===== src/rtl/bit_serializer.sv =====
// -----------------------------------------------------------------------------
// bit_serializer
//   Turns parallel words received over a valid/ready handshake into a serial
//   bit stream, one bit per enable strobe. It feeds the programmable sequence
//   detector. A shift register plus one holding word let back-to-back words
//   stream with no idle bit between them.
//
// Parameters
//   DATA_W      word width in bits (>= 2)
//   MSB_FIRST   1: bit DATA_W-1 leaves first, 0: bit 0 leaves first
//
// Ports
//   clk           in   rising-edge clock
//   resetn        in   synchronous active-low reset
//   i_in_valid    in   i_in_data holds a word to transfer
//   o_in_ready    out  a word can be accepted this cycle
//   i_in_data     in   parallel word
//   i_en          in   bit strobe; a bit is consumed only while high
//   o_dout        out  current serial bit (0 when the shifter is empty)
//   o_dout_valid  out  o_dout is consumed this cycle
//   o_busy        out  shifter or holding register occupied
//   o_word_done   out  one-cycle pulse when the last bit of a word is consumed
// -----------------------------------------------------------------------------
module bit_serializer #(
    parameter int DATA_W    = 5,
    parameter bit MSB_FIRST = 1'b1
) (
    input  logic              clk,
    input  logic              resetn,
    input  logic              i_in_valid,
    output logic              o_in_ready,
    input  logic [DATA_W-1:0] i_in_data,
    input  logic              i_en,
    output logic              o_dout,
    output logic              o_dout_valid,
    output logic              o_busy,
    output logic              o_word_done
);

    localparam int              CNT_W    = $clog2(DATA_W);
    localparam logic [CNT_W-1:0] LAST_CNT = CNT_W'(DATA_W - 1);

    // IDLE: shifter empty; SHIFT: shifter loaded, hold empty; FULL: both loaded.
    typedef enum logic [1:0] {
        ST_IDLE  = 2'd0,
        ST_SHIFT = 2'd1,
        ST_FULL  = 2'd2
    } state_t;

    state_t             r_state;
    state_t             w_state_nxt;
    logic [DATA_W-1:0]  r_shift;
    logic [DATA_W-1:0]  r_hold;
    logic [CNT_W-1:0]   r_cnt;

    logic w_act;
    logic w_hold_full;
    logic w_accept;
    logic w_last;
    logic w_load_in;      // shifter <= i_in_data
    logic w_load_hold;    // shifter <= r_hold
    logic w_shift;        // consume one bit, keep going
    logic w_drain;        // last bit consumed, nothing follows
    logic w_capture;      // r_hold <= i_in_data

    // Move the next bit toward the output end, zero-filling behind it.
    function automatic logic [DATA_W-1:0] shift_one(input logic [DATA_W-1:0] v);
        if (MSB_FIRST)
            return {v[DATA_W-2:0], 1'b0};
        else
            return {1'b0, v[DATA_W-1:1]};
    endfunction

    assign w_act        = (r_state != ST_IDLE);
    assign w_hold_full  = (r_state == ST_FULL);
    assign o_in_ready   = ~w_hold_full & resetn;
    assign w_accept     = i_in_valid & o_in_ready;
    assign o_dout_valid = w_act & i_en;
    assign w_last       = (r_cnt == LAST_CNT);
    assign o_word_done  = o_dout_valid & w_last;
    assign o_busy       = w_act;
    assign o_dout       = w_act & (MSB_FIRST ? r_shift[DATA_W-1] : r_shift[0]);

    always_ff @(posedge clk) begin
        if (!resetn)
            r_state <= ST_IDLE;
        else
            r_state <= w_state_nxt;
    end

    // Next state and datapath controls. In FULL the input is not ready, so a
    // hold->shifter move never coincides with a new accept.
    always_comb begin
        w_state_nxt = r_state;
        w_load_in   = 1'b0;
        w_load_hold = 1'b0;
        w_shift     = 1'b0;
        w_drain     = 1'b0;
        w_capture   = 1'b0;
        case (r_state)
            ST_IDLE: begin
                if (w_accept) begin
                    w_load_in   = 1'b1;
                    w_state_nxt = ST_SHIFT;
                end
            end
            ST_SHIFT: begin
                if (o_dout_valid && w_last) begin
                    if (w_accept) begin
                        w_load_in = 1'b1;
                    end else begin
                        w_drain     = 1'b1;
                        w_state_nxt = ST_IDLE;
                    end
                end else begin
                    w_shift = o_dout_valid;
                    if (w_accept) begin
                        w_capture   = 1'b1;
                        w_state_nxt = ST_FULL;
                    end
                end
            end
            ST_FULL: begin
                if (o_dout_valid && w_last) begin
                    w_load_hold = 1'b1;
                    w_state_nxt = ST_SHIFT;
                end else begin
                    w_shift = o_dout_valid;
                end
            end
            default: begin
                w_state_nxt = ST_IDLE;
            end
        endcase
    end

    always_ff @(posedge clk) begin
        if (!resetn) begin
            r_shift <= '0;
            r_hold  <= '0;
            r_cnt   <= '0;
        end else begin
            if (w_load_in) begin
                r_shift <= i_in_data;
                r_cnt   <= '0;
            end else if (w_load_hold) begin
                r_shift <= r_hold;
                r_cnt   <= '0;
            end else if (w_drain) begin
                r_shift <= '0;
                r_cnt   <= '0;
            end else if (w_shift) begin
                r_shift <= shift_one(r_shift);
                r_cnt   <= r_cnt + CNT_W'(1);
            end
            if (w_capture)
                r_hold <= i_in_data;
        end
    end

endmodule


===== config.mk =====
export PLATFORM = sky130hd
export DESIGN_NAME = bit_serializer
export DESIGN_NICKNAME = d
export VERILOG_FILES = /design/src/rtl/bit_serializer.sv
export SDC_FILE = /design/constraint.sdc
export NUM_CORES = 1
export LEC_CHECK = 0
export ABC_CLOCK_PERIOD_IN_PS = 3100
export CORE_ASPECT_RATIO = 1.2
export CORE_MARGIN = 1.5
export CORE_UTILIZATION = 55
export CTS_CLUSTER_DIAMETER = 200
export DETAILED_ROUTE_END_ITERATION = 7
export PLACE_DENSITY = 0.88
export SYNTH_ARGS = -nofsm -noshare
export SYNTH_HDL_FRONTEND = slang
export SYNTH_SLANG_ARGS = --single-unit

===== constraint.sdc =====
create_clock -name clk -period 3.1 [get_ports clk]
set_input_delay 0.62 -clock clk [delete_from_list [all_inputs] [get_ports clk]]
set_output_delay 0.62 -clock clk [all_outputs]
set_load 0.02 [all_outputs]

After elaboration in Yosys (flattened, before gate mapping):

Cells that the tools add are included.
W data, S select, Z words.

* bits in registers: 15
* input bits: 9
* word-level logic and storage cells: 48
* output and inout port bits: 5

* mux-type cells: 22
* equal/unequal tests: 7
* bitwise operators: 7
* reductions and logical operators: 7
* add/sub/neg operators: 1

Operator list (count)
* $mux W5: 4
* $mux W1: 11
* $mux W2: 5
* $ne A3 B3 Y1 const B: 2
* $pmux W2 S3: 1
* $and A1 B1 Y1: 5
* $reduce_and A4 Y1: 1
* $reduce_bool A4 Y1: 1
* $reduce_or A4 Y1: 1
* $add A3 B1 Y3 const B: 1
* $eq A3 B3 Y1 const B: 1
* $eq A2 B1 Y1 const B: 1
* $eq A2 B2 Y1 const B: 1
* $logic_not A2 Y1: 1
* $ne A2 B1 Y1 const B: 1
* $ne A2 B2 Y1 const B: 1
* $not A1 Y1: 2
* $pmux W1 S2: 1
* $reduce_bool A2 Y1: 1
* $reduce_or A2 Y1: 1
* $logic_and A1 B1 Y1: 1

Depth between registers and ports, before layout:

Gate-level depths: netlist (run 1).

* depth in word-level cells: 10
* gate-level depth with buffers: 9

Least setup slack after synthesis (run 1):

Ideal clock, no wire load.

* kind: in2out
* from: input port resetn
* to: output port o_in_ready
* stages: 2
* arrival time: 1.197 ns
* required time: 2.480 ns
* buffers on the path: 1
* setup slack: 1.283 ns
* cell sequence: clkbuf_1 > nor2b_1

* longest elaborated chain between the ends: 1

Ends and longest elaborated chain
* start, declared: RTL line 29 `input logic resetn,`
* $and A1 B1 Y1: RTL line 76 `assign o_in_ready = ~w_hold_full & resetn;`
* end, declared: RTL line 31 `output logic o_in_ready,`

Every way passes these cells.

Worst setup path after layout (run 1):

* from: input port i_en
* to: output port o_word_done

* longest elaborated chain between the ends: 2

Ends and longest elaborated chain
* start, declared: RTL line 33 `input logic i_en,`
* $and A1 B1 Y1: RTL line 78 `assign o_dout_valid = w_act & i_en;`
* $and A1 B1 Y1: RTL line 80 `assign o_word_done = o_dout_valid & w_last;`
* end, declared: RTL line 37 `output logic o_word_done`

Every way passes these cells.

==> results of run 1 <==
[cells in the final DEF, fill, tap and decap left out]
cell type / instances
o31ai_1: 6
o221ai_2: 1
inv_1: 8
a2bb2oi_2: 1
nand2_1: 11
dfxtp_1: 15
clkbuf_1: 1
a32oi_1: 1
ha_1: 6
xnor2_1: 2
clkdlybuf4s50_1: 13
mux2i_1: 6
a31oi_1: 4
o31a_1: 1
nand3b_1: 1
nand3_1: 4
clkbuf_4: 3
nor2b_1: 8
a21boi_2: 1
and3b_1: 1
a21oi_2: 1
a31o_1: 1
a21oi_1: 2
buf_4: 1
a21o_1: 1
nand4b_4: 1
o21ai_0: 4
nand4_1: 1
nor2_1: 5
and3_1: 1
o2bb2ai_1: 1
[worst min-delay path: cells and delay by family (launching register included)]
family | cells | cell delay, ns
compound gates | 1 | 0.05
flops | 1 | 0.33
simple gates | 1 | 0.06
[flip-flops by register name, summed over array words and instances, names as in the netlist]
name / cells
r_state: 2
r_shift: 5
r_hold: 5
r_cnt: 3
[logic make-up after synthesis]
logic type      count (synthesis)  share of synthesized area
xor+xnor                        2                    0.01956
mux                             6                    0.06704
buf+inv                        12                    0.07541
fa+ha+maj                       6                    0.08380
simple gates                   33                     0.2039
compound gates                 25                     0.2151
flops                          15                     0.3352
[metal layers]
| layer | track usage | up-vias |
|---|---|---|
| met4 | 0.1241 | 0 |
| met3 | 0.02844 | 5 |
| met2 | 0.4131 | 21 |
| met5 | 0 | - |
| met1 | 0.2573 | 340 |
| li1 | - | 379 |
[cell type report]
type | instances | area share
multi-input cells | 72 | 0.5060
well taps | 17 | 0.02038
inverters | 8 | 0.02878
flip-flops and latches | 15 | 0.2878
clock buffers | 4 | 0.02518
repair buffers | 14 | 0.1319
[per-stage QoR]
| stage | power (mW) | worst slack, ns | instance area (µm²) |
|---|---|---|---|
| floorplan | 0.4347 | 1.284 | 895.9 |
| global placement | 0.4909 | 0.3396 | 1017 |
| detailed placement | 0.4999 | 0.3262 | 1017 |
| CTS | 0.6100 | 0.3147 | 1044 |
| global route | 0.6485 | 0.1984 | 1044 |
| finish | 0.6093 | 0.3069 | 1044 |
[report_power, final]
part | switching [mW] | leakage [nW] | internal, mW
sequential | 0.0197 | 0.122 | 0.224
combinational | 0.139 | 0.276 | 0.115
clock | 0.0613 | 0.0150 | 0.0501
total | 0.220 | 0.413 | 0.390
[worst paths after layout]
kind              startpoint          end  slack, ns  cells past startpoint
setup reg to reg  r_state[0]    r_hold[3]       1.00                      6
setup / recovery        i_en  o_word_done       0.31                      4
hold reg to reg     r_cnt[1]     r_cnt[1]       0.48                      2
hold / removal      r_cnt[1]     r_cnt[1]       0.48                      2
==> qor.yml, run 1 <==
run_status:
  status: "complete, no violations"
critical_path:
  critPathMaxStageDelay_ns: 0.63
  start_kind: "primary input"
  worst_path_most_repeated_cell: "clkdlybuf4s50_1"
  critPathMaxFanout: 6
  crit_type: "primary input to primary output"
  end_kind: "primary output"
  cp_slowest_cell: "clkdlybuf4s50_1"
  cp.arrival_ns: 2.17
  cp_cell_sequence: "clkdlybuf4s50_1 -> nand4b_4 -> inv_1 -> clkdlybuf4s50_1"
  required_ns: 2.48
  path_buf_inv: 3
  cp_top_family: "buffers and inverters"
timing:
  timing.final.crit_share: 0.9010
  skew_ns: 0.002255
  holdWs_ns: 0.4832
  final_max_slew_viol_count: 0
  fmax_ghz: 0.3580
  setup_viol: 0
  worst_slew_pin_slew_ns: 0.4190
  rsz0062_at_grt: "no"
  fin_setup_tns_ns: 0
  post-route-min-period_ns: 2.793
  slew_headroom: 0.7207
  finalHoldViolations: 0
floorplan:
  die_x_um: 39.84
  core_um2: 1483
  fp.dieH_um: 47.21
  io_pins: 14
  num_rows: 15
  dieArea_um2: 1881
  start_util: 0.6042
cells_and_area:
  fillCellCount: 121
  regArea_um2: 300.3
  layout.nets: 129
  synthToLayoutAreaGrowth_pct: 16.48
  multi_input_area_um2: 528.0
  stdcell_count: 130
  num_antenna_cells: 0
  drive_gt1_frac: 0.07965
  post-route-util: 0.7038
place:
  dpl.hpwl_um: 1315
  port_buffers: 13
  dp.cells: 126
  gp_congestion: 0.7548
routing:
  wl_met1_um: 807
  first_pass_iters: 4
  met2RoutedLength_um: 869
  num_vias: 745
  wirelength_um: 1788
  route.detailed.drc: 0
  dr_wl_met3_um: 67
  detail-route-antenna-nets: 0
  wire_per_inst_um: 13.75
  viasPerCell: 5.731
  drt_iter0_drc: 13
  top_layer_used: "met4"
global_route:
  grt-ovfl-total: 0
  grt_pass1_vias: 656
  grt_pass1_wl_um: 2822
  grt.total_usage: 0.2300
  grt_max_degree: 16
  antenna_found_initial: 0
synthesis:
  synth_top_cells_by_area: "dfxtp_1, ha_1, mux2i_1"
  synth_area_um2: 895.9
  yosys_warnings: 0
  synth_cells: 99
  synth_top_flop_cell: "dfxtp_1"
  syn_area_per_cell_um2: 9.049
  ys_ff_latch: 15
  synth_cell_types: 29
  synth-seq-area-share: 0.3352
  postSynth.asyncResetShare: 0
  synth_top_area_share: 0.3352
  synth_nets: 114
  synth_edf_count: 0
  netlist_top_cells_count: "dfxtp_1, nand2_1, inv_1, nor2b_1"
  yosys.area.top_type: "dfxtp_1"
  yosysMostFrequentCell: "dfxtp_1"
clock_tree:
  cts_tree: "built"
  hold_buffers: 0
  cts_root_buf: "clkbuf_4"
  clockBufferDepth: 2
  clk-insertion-delay-late_ns: 0.28
  post_cts_buffers: 0
  clkSlewWorstSetupHoldPaths_ns: 0.08
  cts_repair_resize_count: 0
  h-tree-depth: 1
  cts_buffers: 3
  cts.sinks: 15
worst_hold_path:
  worstHoldPathType: "register to register"
run:
  cap_violations: 0
pwr:
  power_density_nw_per_um2: 583.9
  peakVddDrop_mv: 0.3232
  p_leak_nw: 0.4134
(Power assumes the default switching activity.)
==> run 2, diff against run 1 <==
- ABC_CLOCK_PERIOD_IN_PS: 3100 -> default
- CTS_CLUSTER_SIZE: default -> 12
- MAX_ROUTING_LAYER: default -> met4
==> qor.yml, run 2 (synthesis gave the netlist of run 1 again) <==
run_status:
  status: "complete, no violations"
critical_path:
  cp_slowest_cell: "clkdlybuf4s50_1"
  critPathMaxStageDelay_ns: 0.63  # about the same
  critPathMaxFanout: 6  # unchanged
  reg2reg_depth: 6  # unchanged
  start_kind: "primary input"
  cp_top_family: "buffers and inverters"
  rr_endpoint: "r_hold[3]"
  path_buf_inv: 3  # unchanged
  regToRegSetupSlack_ns: 1.00  # about the same
  worst_path_most_repeated_cell: "clkdlybuf4s50_1"
  worstReg2RegStart: "r_state[0]"
  cp_cell_sequence: "clkdlybuf4s50_1 -> nand4b_4 -> inv_1 -> clkdlybuf4s50_1"
  end_kind: "primary output"
  crit_type: "primary input to primary output"
  required_ns: 2.48  # about the same
  cp.arrival_ns: 2.17  # about the same
clock_tree:
  cts_repair_resize_count: 0  # unchanged
  cts_buffers: 3  # unchanged
  hold_buffers: 0  # unchanged
  clockBufferDepth: 2  # unchanged
  cts_tree: "built"
  clkSlewWorstSetupHoldPaths_ns: 0.08  # about the same
  clk-insertion-delay-late_ns: 0.28  # about the same
  post_cts_buffers: 0  # unchanged
  h-tree-depth: 1  # unchanged
  cts_root_buf: "clkbuf_4"
  cts.sinks: 15  # unchanged
timing:
  setup_viol: 0  # unchanged
  final_max_slew_viol_count: 0  # unchanged
  finalHoldViolations: 0  # unchanged
  setup_ws_ns: 0.3092  # +0.002354 ns
  post-route-min-period_ns: 2.791  # -0.002354 ns
  rsz0062_at_grt: "no"
  slew_headroom: 0.7201  # about the same
  fin_setup_tns_ns: 0  # unchanged
  skew_ns: 0.004827  # +0.002572 ns
  holdWs_ns: 0.4828  # -0.0003430 ns
  fmax_ghz: 0.3583  # about the same
  timing.final.crit_share: 0.9002  # about the same
  worst_slew_pin_slew_ns: 0.4198  # +0.0008310 ns
worst_hold_path:
  min_path_cells: 2  # unchanged
  whs_endpoint: "r_cnt[1]"
  min_from: "r_cnt[1]"
  worstHoldPathType: "register to register"
routing:
  wirelength_um: 1775  # -0.73%
  wire_per_inst_um: 13.65  # -0.73%
  route.detailed.drc: 0  # unchanged
  viasPerCell: 5.692  # -0.67%
  detail-route-antenna-nets: 0  # unchanged
  first_pass_iters: 4  # unchanged
  num_vias: 740  # -0.67%
  drt_iter0_drc: 14  # +1
global_route:
  grt_pass1_vias: 657  # +0.15%
  grt_pass1_wl_um: 2822  # unchanged
  grt.total_usage: 0.2383  # +0.008333
  grt_max_degree: 16  # unchanged
  grt-ovfl-total: 0  # unchanged
  antenna_found_initial: 0  # unchanged
run:
  cap_violations: 0  # unchanged
place:
  port_buffers: 13  # unchanged
  gp_congestion: 0.7645  # +1.3%
  dpl.hpwl_um: 1315  # unchanged
  dp_slack_ns: 0.3262  # unchanged
  dp.cells: 126  # unchanged
floorplan:
  dieArea_um2: 1881  # unchanged
  start_util: 0.6042  # unchanged
  io_pins: 14  # unchanged
  core_um2: 1483  # unchanged
  num_rows: 15  # unchanged
  die_x_um: 39.84  # unchanged
  fp.dieH_um: 47.21  # unchanged
cells_and_area:
  stdcell_count: 130  # unchanged
  fillCellCount: 121  # unchanged
  layout_commonest_cell: "dfxtp_1"
  num_antenna_cells: 0  # unchanged
  drive_gt1_frac: 0.07965  # unchanged
  layout_common_cells: "dfxtp_1, clkdlybuf4s50_1, nand2_1"
  layout.nets: 129  # unchanged
  top_regs: "r_hold (5), r_shift (5), r_cnt (3)"
  synthToLayoutAreaGrowth_pct: 16.48  # unchanged
pwr:
  power_density_nw_per_um2: 583.1  # -0.14%
  peakVddDrop_mv: 0.3237  # +0.14%
  p_leak_nw: 0.4134  # unchanged
-- run 2: worst register-to-register path: cells and delay by family, from the launching register on --
family,cells,cell delay (ns)
flops,1,0.39
simple gates,3,0.93
buf+inv,1,0.08
mux,1,0.28
fa+ha+maj,1,0.32
-- run 2: worst max-delay path by stage --
stage,depth (start not counted),end,from,slack (ns)
5_1_grt,5,o_word_done,r_state[0],0.20
2_1_floorplan,2,o_in_ready,resetn,1.28
3_3_place_gp,4,o_word_done,i_en,0.34
4_1_cts,4,o_word_done,i_en,0.31
3_5_place_dp,4,o_word_done,i_en,0.33
6_report,4,o_word_done,i_en,0.31
-- run 2: final cells by class --
class	instances	area, µm²	share of cell area
Clock buffer	4	26.28	0.02518
Inverter	8	30.03	0.02878
Multi-Input combinational cell	72	528.0	0.5060
Sequential cell	15	300.3	0.2878
Tap cell	17	21.27	0.02038
Timing Repair Buffer	14	137.6	0.1319
-- run 2: through the flow --
stage | area [µm²] | utilization | power [mW]
2_1_floorplan | 895.9 | - | 0.4347
3_3_place_gp | 1017 | 0.6861 | 0.4909
3_5_place_dp | 1017 | 0.6861 | 0.4999
4_1_cts | 1044 | 0.7038 | 0.6100
5_1_grt | 1044 | 0.7038 | 0.6488
6_report | 1044 | 0.7038 | 0.6084
-- run 2: report_power, final --
part / switching [mW] / internal (mW) / leakage (nW)
combinational: 0.139 / 0.115 / 0.276
sequential: 0.0199 / 0.224 / 0.122
clock: 0.0599 / 0.0500 / 0.0150
total: 0.219 / 0.390 / 0.413
-- run 2: layer usage --
metal | share of wire | routed length [µm] | GRT usage
met1 | 0.45 | 803 | 0.2632
met2 | 0.49 | 868 | 0.4098
met3 | 0.034 | 60 | 0.02844
met4 | 0.025 | 44 | 0.1241
met5 | 0 | 0 | -
